**src/rtl/pipeline_hazard_ctrl.sv**
```systemverilog
// Central stall/flush sequencer for the 5-stage RV32 pipeline (IF/ID, ID/EX, EX/MEM, MEM/WB + PC).
// Optional performance counters are built only when HAZARD_PERF_CNT_EN is defined.
module pipeline_hazard_ctrl #(
  parameter int unsigned REG_W = 5,
  parameter int unsigned CNT_W = 32
) (
  input  logic             clk,
  input  logic             rst,
  input  logic             en,
  input  logic [REG_W-1:0] id_rs1,
  input  logic [REG_W-1:0] id_rs2,
  input  logic             id_use_rs1,
  input  logic             id_use_rs2,
  input  logic [REG_W-1:0] ex_rd,
  input  logic             ex_mem_read,
  input  logic             ex_redirect,
  input  logic             ex_mdu_start,
  input  logic             mdu_done,
  input  logic             mem_req,
  input  logic             mem_ready,
  input  logic             wb_halt,
  output logic             pc_en,
  output logic             pc_redirect,
  output logic             en_vps1,
  output logic             en_vps2,
  output logic             en_vps3,
  output logic             en_vps4,
  output logic             clear_vps1,
  output logic             clear_vps2,
  output logic             clear_vps3,
  output logic             clear_vps4,
  output logic             halted,
  output logic [CNT_W-1:0] stall_cycles,
  output logic [CNT_W-1:0] flush_count
);

  localparam int unsigned NUM_VPS = 4;

  typedef enum logic [1:0] {
    S_RUN      = 2'd0,
    S_MDU_WAIT = 2'd1,
    S_HALT     = 2'd2
  } state_t;

  state_t             state_q;
  state_t             state_d;
  logic [NUM_VPS-1:0] en_v;
  logic [NUM_VPS-1:0] clr_v;
  logic               load_use;
  logic               mem_wait;
  logic               mdu_stall;
  logic               stall_evt;
  logic               flush_evt;

  // Hazard detection terms
  assign load_use = ex_mem_read && (ex_rd != '0) &&
                    ((id_use_rs1 && (id_rs1 == ex_rd)) ||
                     (id_use_rs2 && (id_rs2 == ex_rd)));
  assign mem_wait = mem_req && !mem_ready;
  assign mdu_stall = ((state_q == S_RUN) && ex_mdu_start && !mdu_done) ||
                     ((state_q == S_MDU_WAIT) && !mdu_done);

  // State register
  always_ff @(posedge clk) begin
    if (rst) begin
      state_q <= S_RUN;
    end else begin
      state_q <= state_d;
    end
  end

  // Next state and control outputs, first matching rule wins
  always_comb begin
    state_d     = state_q;
    en_v        = '1;
    clr_v       = '1;
    pc_en       = 1'b1;
    pc_redirect = 1'b0;
    stall_evt   = 1'b0;
    flush_evt   = 1'b0;

    if (rst) begin
      clr_v   = '0;
      pc_en   = 1'b0;
      state_d = S_RUN;
    end else if (!en) begin
      en_v  = '0;
      pc_en = 1'b0;
    end else if (state_q == S_HALT) begin
      en_v  = '0;
      pc_en = 1'b0;
    end else if (mem_wait) begin
      // A pending MDU wait stays pending across the memory stall
      en_v      = '0;
      pc_en     = 1'b0;
      stall_evt = 1'b1;
    end else if (wb_halt) begin
      state_d = S_HALT;
    end else if (mdu_stall) begin
      pc_en     = 1'b0;
      en_v[0]   = 1'b0;
      en_v[1]   = 1'b0;
      clr_v[2]  = 1'b0;
      state_d   = S_MDU_WAIT;
      stall_evt = 1'b1;
    end else if (state_q == S_MDU_WAIT) begin
      state_d = S_RUN;
    end else if (ex_redirect) begin
      // Squashes the ID instruction, so a coincident load-use stall is moot
      clr_v[0]    = 1'b0;
      clr_v[1]    = 1'b0;
      pc_redirect = 1'b1;
      flush_evt   = 1'b1;
    end else if (load_use) begin
      pc_en     = 1'b0;
      en_v[0]   = 1'b0;
      clr_v[1]  = 1'b0;
      stall_evt = 1'b1;
    end
  end

  assign en_vps1    = en_v[0];
  assign en_vps2    = en_v[1];
  assign en_vps3    = en_v[2];
  assign en_vps4    = en_v[3];
  assign clear_vps1 = clr_v[0];
  assign clear_vps2 = clr_v[1];
  assign clear_vps3 = clr_v[2];
  assign clear_vps4 = clr_v[3];
  assign halted     = (state_q == S_HALT);

`ifdef HAZARD_PERF_CNT_EN
  logic [CNT_W-1:0] stall_q;
  logic [CNT_W-1:0] flush_q;

  // Free-running wrap-around perf counters
  always_ff @(posedge clk) begin
    if (rst) begin
      stall_q <= '0;
      flush_q <= '0;
    end else begin
      if (stall_evt) begin
        stall_q <= stall_q + CNT_W'(1);
      end
      if (flush_evt) begin
        flush_q <= flush_q + CNT_W'(1);
      end
    end
  end

  assign stall_cycles = stall_q;
  assign flush_count  = flush_q;
`else
  logic unused_evt;
  assign unused_evt   = stall_evt ^ flush_evt;
  assign stall_cycles = '0;
  assign flush_count  = '0;
`endif

endmodule

```
**config.mk**
```make
export PLATFORM = sky130hd
export DESIGN_NAME = pipeline_hazard_ctrl
export DESIGN_NICKNAME = d
export VERILOG_FILES = /design/src/rtl/pipeline_hazard_ctrl.sv
export SDC_FILE = /design/constraint.sdc
export NUM_CORES = 1
export LEC_CHECK = 0
export BUFFER_PORTS_ARGS = -buffer_cell sky130_fd_sc_hd__buf_2
export CAP_MARGIN = 20
export CORE_MARGIN = 2
export CORE_UTILIZATION = 30
export DETAILED_ROUTE_END_ITERATION = 10
export PLACE_DENSITY = 0.77
export SLEW_MARGIN = 25
export SYNTH_ARGS = -nofsm -noshare
export SYNTH_HDL_FRONTEND = slang
export SYNTH_SLANG_ARGS = --single-unit
```
**constraint.sdc**
```tcl
create_clock -name clk -period 1.4 [get_ports clk]
set_input_delay 0.28 -clock clk [delete_from_list [all_inputs] [get_ports clk]]
set_output_delay 0.28 -clock clk [all_outputs]
set_load 0.02 [all_outputs]
```
==> results of run 1 <==
[cells in the final DEF, fill, tap and decap left out, drive strengths merged, types with 3 or more instances in the layout]
cell and count:
conb 64, buf 57, xnor2 10, a21oi 7, nand2 4, inv 4
nor2 4, clkbuf 3, nand2b 3, o21ai 3
[cell families after synthesis]
| family | Yosys count | share of synthesized area (%) |
|---|---|---|
| AO/OA/AOI/OAI | 13 | 9.63 |
| XOR/XNOR | 10 | 10.4 |
| buffers and inverters | 69 | 59.6 |
| flip-flops | 2 | 4.74 |
| other | 1 | 0.444 |
| AND/OR/NAND/NOR | 23 | 15.3 |
[timing repair]
| item | in CTS | in global routing |
|---|---|---|
| resized for setup | 31 | 13 |
| hold endpoints to repair | 0 | 0 |
| pin swaps | 6 | 6 |
| buffers inserted | 1 | 1 |
| setup endpoints to repair | 9 | 9 |
[final timing paths]
| path | start | endpoint | slack [ps] | cells past startpoint |
|---|---|---|---|---|
| min | mdu_done | state_q[0] | 380 | 4 |
| max reg2reg | state_q[0] | state_q[1] | 180 | 6 |
| max | state_q[0] | en_vps1 | -400 | 6 |
| min reg2reg | state_q[0] | state_q[0] | 610 | 3 |
[cell type report]
| cell class | instances | area, sq um | share of cell area [%] |
|---|---|---|---|
| tap | 31 | 38.8 | 3.22 |
| multi-input combinational | 110 | 679 | 56.4 |
| sequential | 2 | 42.5 | 3.53 |
| timing repair buffer | 57 | 405 | 33.7 |
| clock buffer | 3 | 22.5 | 1.87 |
| inverter | 4 | 15.0 | 1.25 |
[tightest hold or removal path, cell delays in order]
cell and delay (ps):
buf_2 120, nor4_4 50, nand2_1 50, a21oi_1 50
[metal layers]
metal / routed length (um) / up-vias / GRT usage, %
li1: - / 372 / -
met1: 583 / 349 / 10.9
met2: 1100 / 63 / 23.0
met3: 214 / 2 / 1.59
met4: 13 / 0 / 4.98
met5: 0 / - / 0
[power breakdown]
part	total [uW]	switching [uW]	leakage [uW]	internal, uW
sequential	63.9	3.17	0.0000172	60.7
clock	129	34.0	0.0000138	94.7
combinational	455	295	0.000600	160
total	648	332	0.000631	316
[through the flow]
stage	hold WS (ps)	total power, uW	setup TNS [ps]
after CTS	375	627	-2230
after global placement	598	446	-1640
final	381	648	-2210
after floorplan	349	461	-604
after global routing	404	696	-2770
after detailed placement	606	449	-1760
==> results.rst, run 1 <==
.. list-table::
   :header-rows: 1

   * - Metric
     - Value
   * - Number of primary I/O pins
     - between 100 and 150
   * - Remaining number of nets flagged by the antenna check after routing
     - 0
   * - Total CTS buffers
     - 3
   * - Number of buffers inserted by hold repair at cts
     - 0
   * - Fraction of layout cells with a size suffix above 1
     - about 47%
   * - Post-synthesis sequential element count
     - 2
   * - Endpoints failing hold
     - 0
   * - WL/cell
     - around 9.2 um
   * - Largest net degree at the start of global routing
     - 7
   * - Worst IR drop on VDD
     - roughly 0.00033 V
   * - Number of violations reported at the end of detailed-routing iteration 0
     - 18
   * - Sequential element share of the synthesized area
     - around 4.7%
   * - Type of the worst min-delay path
     - in2reg
   * - Max FFs per register
     - 2
   * - Final clock period utilization by the worst path
     - 129%
   * - Floorplan Core Area
     - between 2000 and 3000 sq um
   * - Drt via density
     - about 3.8
   * - Placed standard-cell area
     - roughly 1000 sq um
   * - Maximum net fanout on the critical path
     - 3
   * - Registers with the highest flip-flop counts
     - state_q: 2 flops
   * - Initial Util
     - a little under a third
   * - Die Footprint
     - between 3000 and 4000 sq um
   * - Run status
     - finished, violations left
   * - Non-filler instance count after layout
     - a little over 200
   * - Maximum count of clock buffers along a single path
     - 2
   * - Crit path cell chain
     - buf_6 > nor2_4 > or4_4 > a21oi_4 > a31oi_4 > buf_2
   * - Routability congestion estimate from global placement
     - ~0.75
   * - Post-synth cell types
     - 23
   * - Iteration count of the initial detailed-routing pass
     - 2
   * - DR DRC count
     - 0
   * - Final HPWL DP
     - between 1500 and 2000 um
   * - First-pass GRT wire length
     - approximately 2900 um
   * - Final WS setup
     - -405 ps
   * - Area fraction of the dominant cell type after synthesis
     - roughly 58%
   * - Violations in the final reports
     - negative setup slack
   * - Filler instances
     - between 200 and 300
   * - Fin crit period
     - 1800 ps
   * - Critical Path Source Type
     - flop
   * - Library cell with the highest instance count after synthesis
     - buf_4
   * - Total power per unit cell area
     - 538 nW/um^2
   * - Number of antenna cells inserted
     - 0
   * - Top delay family on crit path
     - simple AND/OR/NAND/NOR gates
   * - Antenna violations before repair
     - 0
   * - Slowest stage cell on the critical path
     - or4_4
   * - Grt total ovfl
     - 0
   * - Critical path class
     - reg2out
   * - # rows
     - 19
   * - Commonest cells in the synthesized netlist
     - buf_4 (65), xnor2_1 (10), a21oi_1 (7)
   * - Synth warn
     - 0
   * - Count of buffering cells on the critical path with inverters included
     - 2
   * - Netlist Area Pre-Place
     - 845 sq um
   * - CTS tree
     - done
   * - Max-Cap Viols
     - 0
   * - Detailed-route wire length
     - between 1500 and 2000 um
   * - Cell type with the largest total area after synthesis
     - buf_4
   * - Worst slack after detailed placement
     - -434 ps
   * - Required time worst endpoint
     - between 1000 and 1500 ps
   * - Register with the most flip-flops
     - state_q
   * - Root Buffer Master
     - clkbuf_4
   * - # port buffers
     - 37
   * - Instance count after placement with tap cells included
     - 203
   * - Die X-Extent
     - roughly 57 um
   * - Final design instance area without fill
     - between 1000 and 1500 sq um
   * - Layout area overhead
     - 42.5%
   * - Die H
     - ~57 um
   * - Setup Viol. Count Final
     - 9
   * - Vias
     - between 700 and 800
   * - Crit path DAT
     - around 1500 ps
   * - Flip-flop cell with the highest count after synthesis
     - dfxtp_1
   * - RSZ-0062 raised after global routing
     - true
   * - Largest stage delay on the critical path
     - 440 ps
   * - F_max
     - about 0.55 GHz
   * - Number of nets in the final layout
     - 205
   * - Avg Synthesized Cell Area
     - between 7 and 8 sq um
   * - Final-report max-slew violation count
     - 0
   * - Critical Path Sink Type
     - primary output
   * - Post-synth EDFFs
     - 0
   * - Share of flip-flops with an asynchronous set or reset
     - 0%
   * - Clock-pin slew on the worst setup and hold paths
     - ~30 ps
   * - Gate count of the mapped netlist
     - between 100 and 150
   * - Leakage
     - 0.000631 uW
   * - Total GRT Usage
     - 11.3%
   * - Number of clock sinks seen by CTS
     - 2
   * - Largest clock skew in the final design
     - between 4 and 5 ps
   * - Via count of the first global-routing pass
     - 686
   * - Cell types occupying the most area after synthesis
     - buf_4 (58%), xnor2_1 (10%), dfxtp_1 (4.7%), a21oi_1 (4.1%), a221oi_2 (1.8%)
   * - Worst-Skew Late Latency
     - approximately 230 ps
   * - H-tree depth reported by CTS
     - 1
   * - Core utilization of the finished layout
     - ~44%
No activity file was read; power rests on OpenSTA's default activity.
==> run 2: changes to the inputs <==
- clock period: 1.4 -> 1.6 ns (I/O delays scaled with it)
==> results.rst, run 2 (synthesis results as in run 1) <==
.. list-table::
   :header-rows: 1

   * - Metric
     - Value
   * - Origin of the worst min-delay path
     - rst
   * - Register with the most flip-flops
     - state_q
   * - Cells on worst reg2reg path
     - 7 (+1)
   * - Vias
     - 772 (-1.8%)
   * - Total GRT Usage
     - 10.5% (-0.75 points)
   * - Layout area overhead
     - 35.1%
   * - Maximum net fanout on the critical path
     - 2 (-1)
   * - Worst hold stages
     - 2 (-2)
   * - Routability congestion estimate from global placement
     - 0.846 (+12%)
   * - Total CTS buffers
     - 3 (unchanged)
   * - # rows
     - 19 (unchanged)
   * - WHS Endpoint
     - state_q[0]
   * - Placed standard-cell area
     - 933 sq um (-6.0%)
   * - Largest clock skew in the final design
     - 1.88 ps (-2.24 ps)
   * - Critical Path Source Type
     - input port
   * - H-tree depth reported by CTS
     - 1 (unchanged)
   * - Drt via density
     - 3.82 (+0.65%)
   * - Detailed-route wire length
     - 1870 um (-2.1%)
   * - DR DRC count
     - 0 (unchanged)
   * - Worst reg-to-reg setup slack
     - 340 ps (+160 ps)
   * - WL/cell
     - 9.27 um (+0.33%)
   * - Slowest stage cell on the critical path
     - or4_4
   * - Number of primary I/O pins
     - 102 (unchanged)
   * - Setup Viol. Count Final
     - 7 (-2)
   * - Final clock period utilization by the worst path
     - 119%
   * - Floorplan Core Area
     - 2710 sq um (unchanged)
   * - Die X-Extent
     - 57.1 um (unchanged)
   * - Leakage
     - 0.000602 uW (-4.6%)
   * - Filler instances
     - 279 (-1.8%)
   * - Sequential cell area
     - 42.5 sq um (unchanged)
   * - F_max
     - ~0.52 GHz
   * - Number of buffers inserted by hold repair at cts
     - 0 (unchanged)
   * - Worst IR drop on VDD
     - 0.000253 V (-24%)
   * - Die H
     - 57.1 um (unchanged)
   * - Critical Path Sink Type
     - primary output
   * - Number of clock sinks seen by CTS
     - 2 (unchanged)
   * - Top delay family on crit path
     - simple AND/OR/NAND/NOR gates
   * - Via count of the first global-routing pass
     - 675 (-1.6%)
   * - Required time worst endpoint
     - 1280 ps (+160 ps)
   * - Type of the worst min-delay path
     - in2reg
   * - Iteration count of the initial detailed-routing pass
     - 2 (unchanged)
   * - Die Footprint
     - 3260 sq um (unchanged)
   * - Number of antenna cells inserted
     - 0 (unchanged)
   * - Violations in the final reports
     - negative setup slack
   * - Worst-Skew Late Latency
     - 230 ps (about the same)
   * - First-pass GRT wire length
     - 2700 um (-6.9%)
   * - Largest net degree at the start of global routing
     - 8 (+1)
   * - Crit path cell chain
     - buf_6 > or4_4 > o21ai_4 > nor4_2 > a221oi_2 > buf_4
   * - Final WS setup
     - -306 ps (+98.8 ps)
   * - Most common library cell in the layout ignoring fill and taps
     - conb_1
   * - Registers with the highest flip-flop counts
     - state_q: 2 flops
   * - Fraction of layout cells with a size suffix above 1
     - 43.9% (-3.3 points)
   * - Grt total ovfl
     - 0 (unchanged)
   * - Endpoints failing hold
     - 0 (unchanged)
   * - Maximum count of clock buffers along a single path
     - 2 (unchanged)
   * - Final-report max-slew violation count
     - 0 (unchanged)
   * - Number of gates on the worst path with buffers counted
     - 6 (unchanged)
   * - Max FFs per register
     - 2 (unchanged)
   * - CTS tree
     - done
   * - Number of violations reported at the end of detailed-routing iteration 0
     - 18 (unchanged)
   * - # port buffers
     - 37 (unchanged)
   * - Launch point of the worst path
     - ex_rd[1]
   * - Largest stage delay on the critical path
     - 540 ps (+100 ps)
   * - Count of buffering cells on the critical path with inverters included
     - 2 (unchanged)
   * - Total power per unit cell area
     - 484 nW/um^2 (-10%)
   * - Commonest non-fill, non-tap cells in the layout
     - conb_1 (64), buf_2 (29), buf_4 (14)
   * - Remaining number of nets flagged by the antenna check after routing
     - 0 (unchanged)
   * - Multi-input combinational cell area
     - 671 sq um (-1.3%)
   * - Final design instance area without fill
     - 1140 sq um (-5.2%)
   * - Startpoint of the most critical register-to-register path
     - state_q[1]
   * - RSZ-0062 raised after global routing
     - true
   * - Hold Slack
     - 421 ps (+40.4 ps)
   * - Reg-to-reg critical path endpoint
     - state_q[1]
   * - Run status
     - finished, violations left
   * - Core utilization of the finished layout
     - 42.1% (-2.3 points)
   * - Critical path class
     - in2out
   * - Clock-pin slew on the worst setup and hold paths
     - 30 ps (about the same)
   * - Root Buffer Master
     - clkbuf_4
   * - Fin crit period
     - between 1500 and 2000 ps
   * - Initial Util
     - 31.2% (unchanged)
   * - Antenna violations before repair
     - 0 (unchanged)
   * - Crit path DAT
     - 1590 ps (+70 ps)
   * - Number of nets in the final layout
     - 200 (-2.4%)
   * - Final HPWL DP
     - 1430 um (-4.8%)
   * - Max-Cap Viols
     - 0 (unchanged)
## run 2: worst reg2reg max path, cell delays in order (launching register included)
cell and delay (ps):
dfxtp_2 330, buf_6 110, nand2b_4 60, buf_6 110
and3_4 170, buf_6 130, a21oi_1 160, nor2_1 60
## run 2: through the flow
stage | total power, uW | setup WS (ps) | instances | setup TNS [ps]
after CTS | 538 | -290 | 202 | -1340
after global routing | 585 | -361 | 202 | -1660
final | 552 | -306 | 202 | -1310
after detailed placement | 374 | -319 | 197 | -1100
after floorplan | 398 | -161 | 181 | -231
after global placement | 370 | -311 | 197 | -997
## run 2: routing by layer
metal  track usage (%)  vias up  wire [um]
met5                 0        -          0
met1              10.1      352        565
li1                  -      360          -
met4              4.98        0         13
met3             0.907        2        194
met2              21.8       58       1100
## run 2: layout make-up
class,instances,share of cell area (%)
Clock buffer,3,1.97
Multi-Input combinational cell,110,58.8
Inverter,4,1.32
Sequential cell,2,3.73
Timing Repair Buffer,52,30.8
Tap cell,31,3.40
## run 2: worst max-delay path by stage
stage | to | slack [ps]
after floorplan | clear_vps2 | -160
after global placement | clear_vps2 | -310
after detailed placement | clear_vps2 | -320
after CTS | en_vps1 | -290
after global routing | clear_vps2 | -360
final | clear_vps2 | -310
## run 2: timing repair
item	4_1_cts	5_1_grt
pin swaps	5	4
resized for setup	28	11
endpoints found under the setup margin	7	7
buffers inserted	2	0
## run 2: power breakdown
part           switching (uW)  internal (uW)
Combinational             256            127
Clock                    30.2           82.8
Sequential               2.12           53.1
Total                     289            263
==> run 3: changes to the inputs <==
- CELL_PAD_IN_SITES_DETAIL_PLACEMENT: not set -> 0
- CELL_PAD_IN_SITES_GLOBAL_PLACEMENT: not set -> 2
- CORE_UTILIZATION: 30 -> 13
- PLACE_DENSITY: 0.77 -> 0.76
==> results.rst, run 3 (synthesis results as in run 1) <==
.. list-table::
   :header-rows: 1

   * - Metric
     - Value
   * - # port buffers
     - 37 (unchanged)
   * - Hold Slack
     - 416 ps (-5.30 ps)
   * - Sum of internal, switching and leakage power
     - 643 uW (+17%)
   * - Initial Util
     - 13.4% (-18 points)
   * - Violations in the final reports
     - negative setup slack
   * - Multi-input combinational cell area
     - 657 sq um (-2.1%)
   * - Vias
     - 743 (-3.8%)
   * - Run status
     - finished, violations left
   * - H-tree depth reported by CTS
     - 1 (unchanged)
   * - CTS tree
     - done
   * - Detailed-route wire length
     - 2040 um (+9.1%)
   * - Largest stage delay on the critical path
     - 530 ps (about the same)
   * - Final HPWL DP
     - 1750 um (+22%)
   * - Via count of the first global-routing pass
     - 619 (-8.3%)
   * - Maximum net fanout on the critical path
     - 2 (unchanged)
   * - Root Buffer Master
     - clkbuf_8
   * - Setup Viol. Count Final
     - 6 (-1)
   * - F_max
     - 0.523 GHz (-0.28%)
   * - Layout area overhead
     - 42.1%
   * - Worst slack after detailed placement
     - -366 ps (-46.8 ps)
   * - Filler instances
     - 733 (+160%)
   * - Worst-Skew Late Latency
     - 220 ps (about the same)
   * - Number of buffers inserted by hold repair at cts
     - 0 (unchanged)
   * - Crit path cell chain
     - buf_6 > or4_4 > o21ai_4 > nor4_1 > a221oi_2 > buf_4
   * - Drt via density
     - 3.00 (-22%)
   * - # rows
     - 29 (+10)
   * - Final clock period utilization by the worst path
     - 119% (+0.34 points)
   * - Number of violations reported at the end of detailed-routing iteration 0
     - 5 (-13)
   * - Final design instance area without fill
     - 1200 sq um (+5.2%)
   * - Slowest stage cell on the critical path
     - or4_4
   * - Layer carrying the most global-route usage
     - met2
   * - Worst reg-to-reg setup slack
     - 460 ps (+120 ps)
   * - Critical path class
     - in2out
   * - Fraction of layout cells with a size suffix above 1
     - 43.9% (unchanged)
   * - Endpoints failing hold
     - 0 (unchanged)
   * - Largest clock skew in the final design
     - 1.74 ps (-0.143 ps)
   * - Type of the worst min-delay path
     - in2reg
   * - Maximum count of clock buffers along a single path
     - 2 (unchanged)
   * - Antenna violations before repair
     - 0 (unchanged)
   * - Sequential cell area
     - 42.5 sq um (unchanged)
   * - Register with the most flip-flops
     - state_q
   * - WL/cell
     - 8.24 um (-11%)
   * - Largest net degree at the start of global routing
     - 8 (unchanged)
   * - Critical Path Source Type
     - input port
   * - Most common library cell in the layout ignoring fill and taps
     - conb_1
   * - Placed standard-cell area
     - 1010 sq um (+7.8%)
   * - Final WS setup
     - -312 ps (-5.38 ps)
   * - Die Footprint
     - 7160 sq um (+120%)
   * - Total GRT Usage
     - 5.01% (-5.5 points)
   * - Max FFs per register
     - 2 (unchanged)
   * - Number of nets in the final layout
     - 200 (unchanged)
   * - Fin crit period
     - 1910 ps (+5.38 ps)
   * - Number of primary I/O pins
     - 102 (unchanged)
   * - Number of antenna cells inserted
     - 0 (unchanged)
   * - Leakage
     - 0.000605 uW (+0.52%)
   * - DR DRC count
     - 0 (unchanged)
   * - Worst IR drop on VDD
     - 0.000146 V (-42%)
   * - Routability congestion estimate from global placement
     - 0.722 (-15%)
   * - Registers with the highest flip-flop counts
     - state_q: 2 flops
   * - Grt met3 use
     - 1.57% (+0.67 points)
   * - Required time worst endpoint
     - 1280 ps (about the same)
   * - Iteration count of the initial detailed-routing pass
     - 4 (+2)
   * - Fin Setup TNS
     - -1180 ps (+136 ps)
   * - Commonest non-fill, non-tap cells in the layout
     - conb_1 (64), buf_2 (29), buf_4 (15)
   * - Critical Path Sink Type
     - primary output
   * - Met1 usage in global routing
     - 5.23% (-4.8 points)
   * - Floorplan Core Area
     - 6310 sq um (+130%)
   * - Final-report max-slew violation count
     - 0 (unchanged)
   * - Number of clock sinks seen by CTS
     - 2 (unchanged)
   * - Clock-pin slew on the worst setup and hold paths
     - 30 ps (about the same)
   * - First-pass GRT wire length
     - 2800 um (+3.6%)
   * - Fraction of met2 tracks used by global routing
     - 9.16% (-13 points)
   * - Die H
     - 84.6 um (+48%)
   * - Remaining number of nets flagged by the antenna check after routing
     - 0 (unchanged)
   * - Grt total ovfl
     - 0 (unchanged)
   * - Crit path DAT
     - 1590 ps (about the same)
   * - RSZ-0062 raised after global routing
     - true
   * - Total power per unit cell area
     - 536 nW/um^2 (+11%)
   * - Total CTS buffers
     - 3 (unchanged)
   * - Die X-Extent
     - 84.6 um (+48%)
   * - Top delay family on crit path
     - simple AND/OR/NAND/NOR gates
   * - Max-Cap Viols
     - 0 (unchanged)
   * - Count of buffering cells on the critical path with inverters included
     - 2 (unchanged)
[run 3: routing by layer]
metal / wire [um] / share of wire (%) / up-vias
met2: 1010 / 49 / 67
met1: 728 / 36 / 314
met4: 25 / 1.2 / 0
met3: 281 / 14 / 2
met5: 0 / 0 / -
li1: - / - / 360
[run 3: final timing paths]
| kind | start | end | cells past startpoint |
|---|---|---|---|
| worst max-delay path | ex_rd[1] | clear_vps2 | 6 |
| worst min-delay path | rst | state_q[0] | 2 |
| worst max register to register | state_q[1] | state_q[0] | 6 |
| worst min register to register | state_q[0] | state_q[0] | 3 |
[run 3: power breakdown]
part           total (uW)  internal, uW  switching (uW)
sequential           55.0          53.2            1.84
clock                 209           160            48.8
combinational         379           126             254
[run 3: what timing repair did]
| item | 4_1_cts | 5_1_grt |
|---|---|---|
| resized for setup | 24 | 14 |
| endpoints found under the hold margin | 0 | 0 |
| pin swaps | 4 | 4 |
| setup buffers | 1 | 0 |
| endpoints found under the setup margin | 7 | 9 |
[run 3: per-stage QoR]
| step | std cells | util [%] |
|---|---|---|
| finish | 248 | 19.0 |
| global route | 248 | 19.0 |
| CTS | 248 | 18.0 |
| detailed placement | 245 | 15.9 |
| global placement | 245 | 15.9 |
| floorplan | 181 | - |
[run 3: cell type report]
type | instances | share of cell area (%)
Timing Repair Buffer | 52 | 29.0
Inverter | 4 | 1.25
Multi-Input combinational cell | 110 | 54.7
Tap cell | 77 | 8.03
Clock buffer | 3 | 3.44
Sequential cell | 2 | 3.55
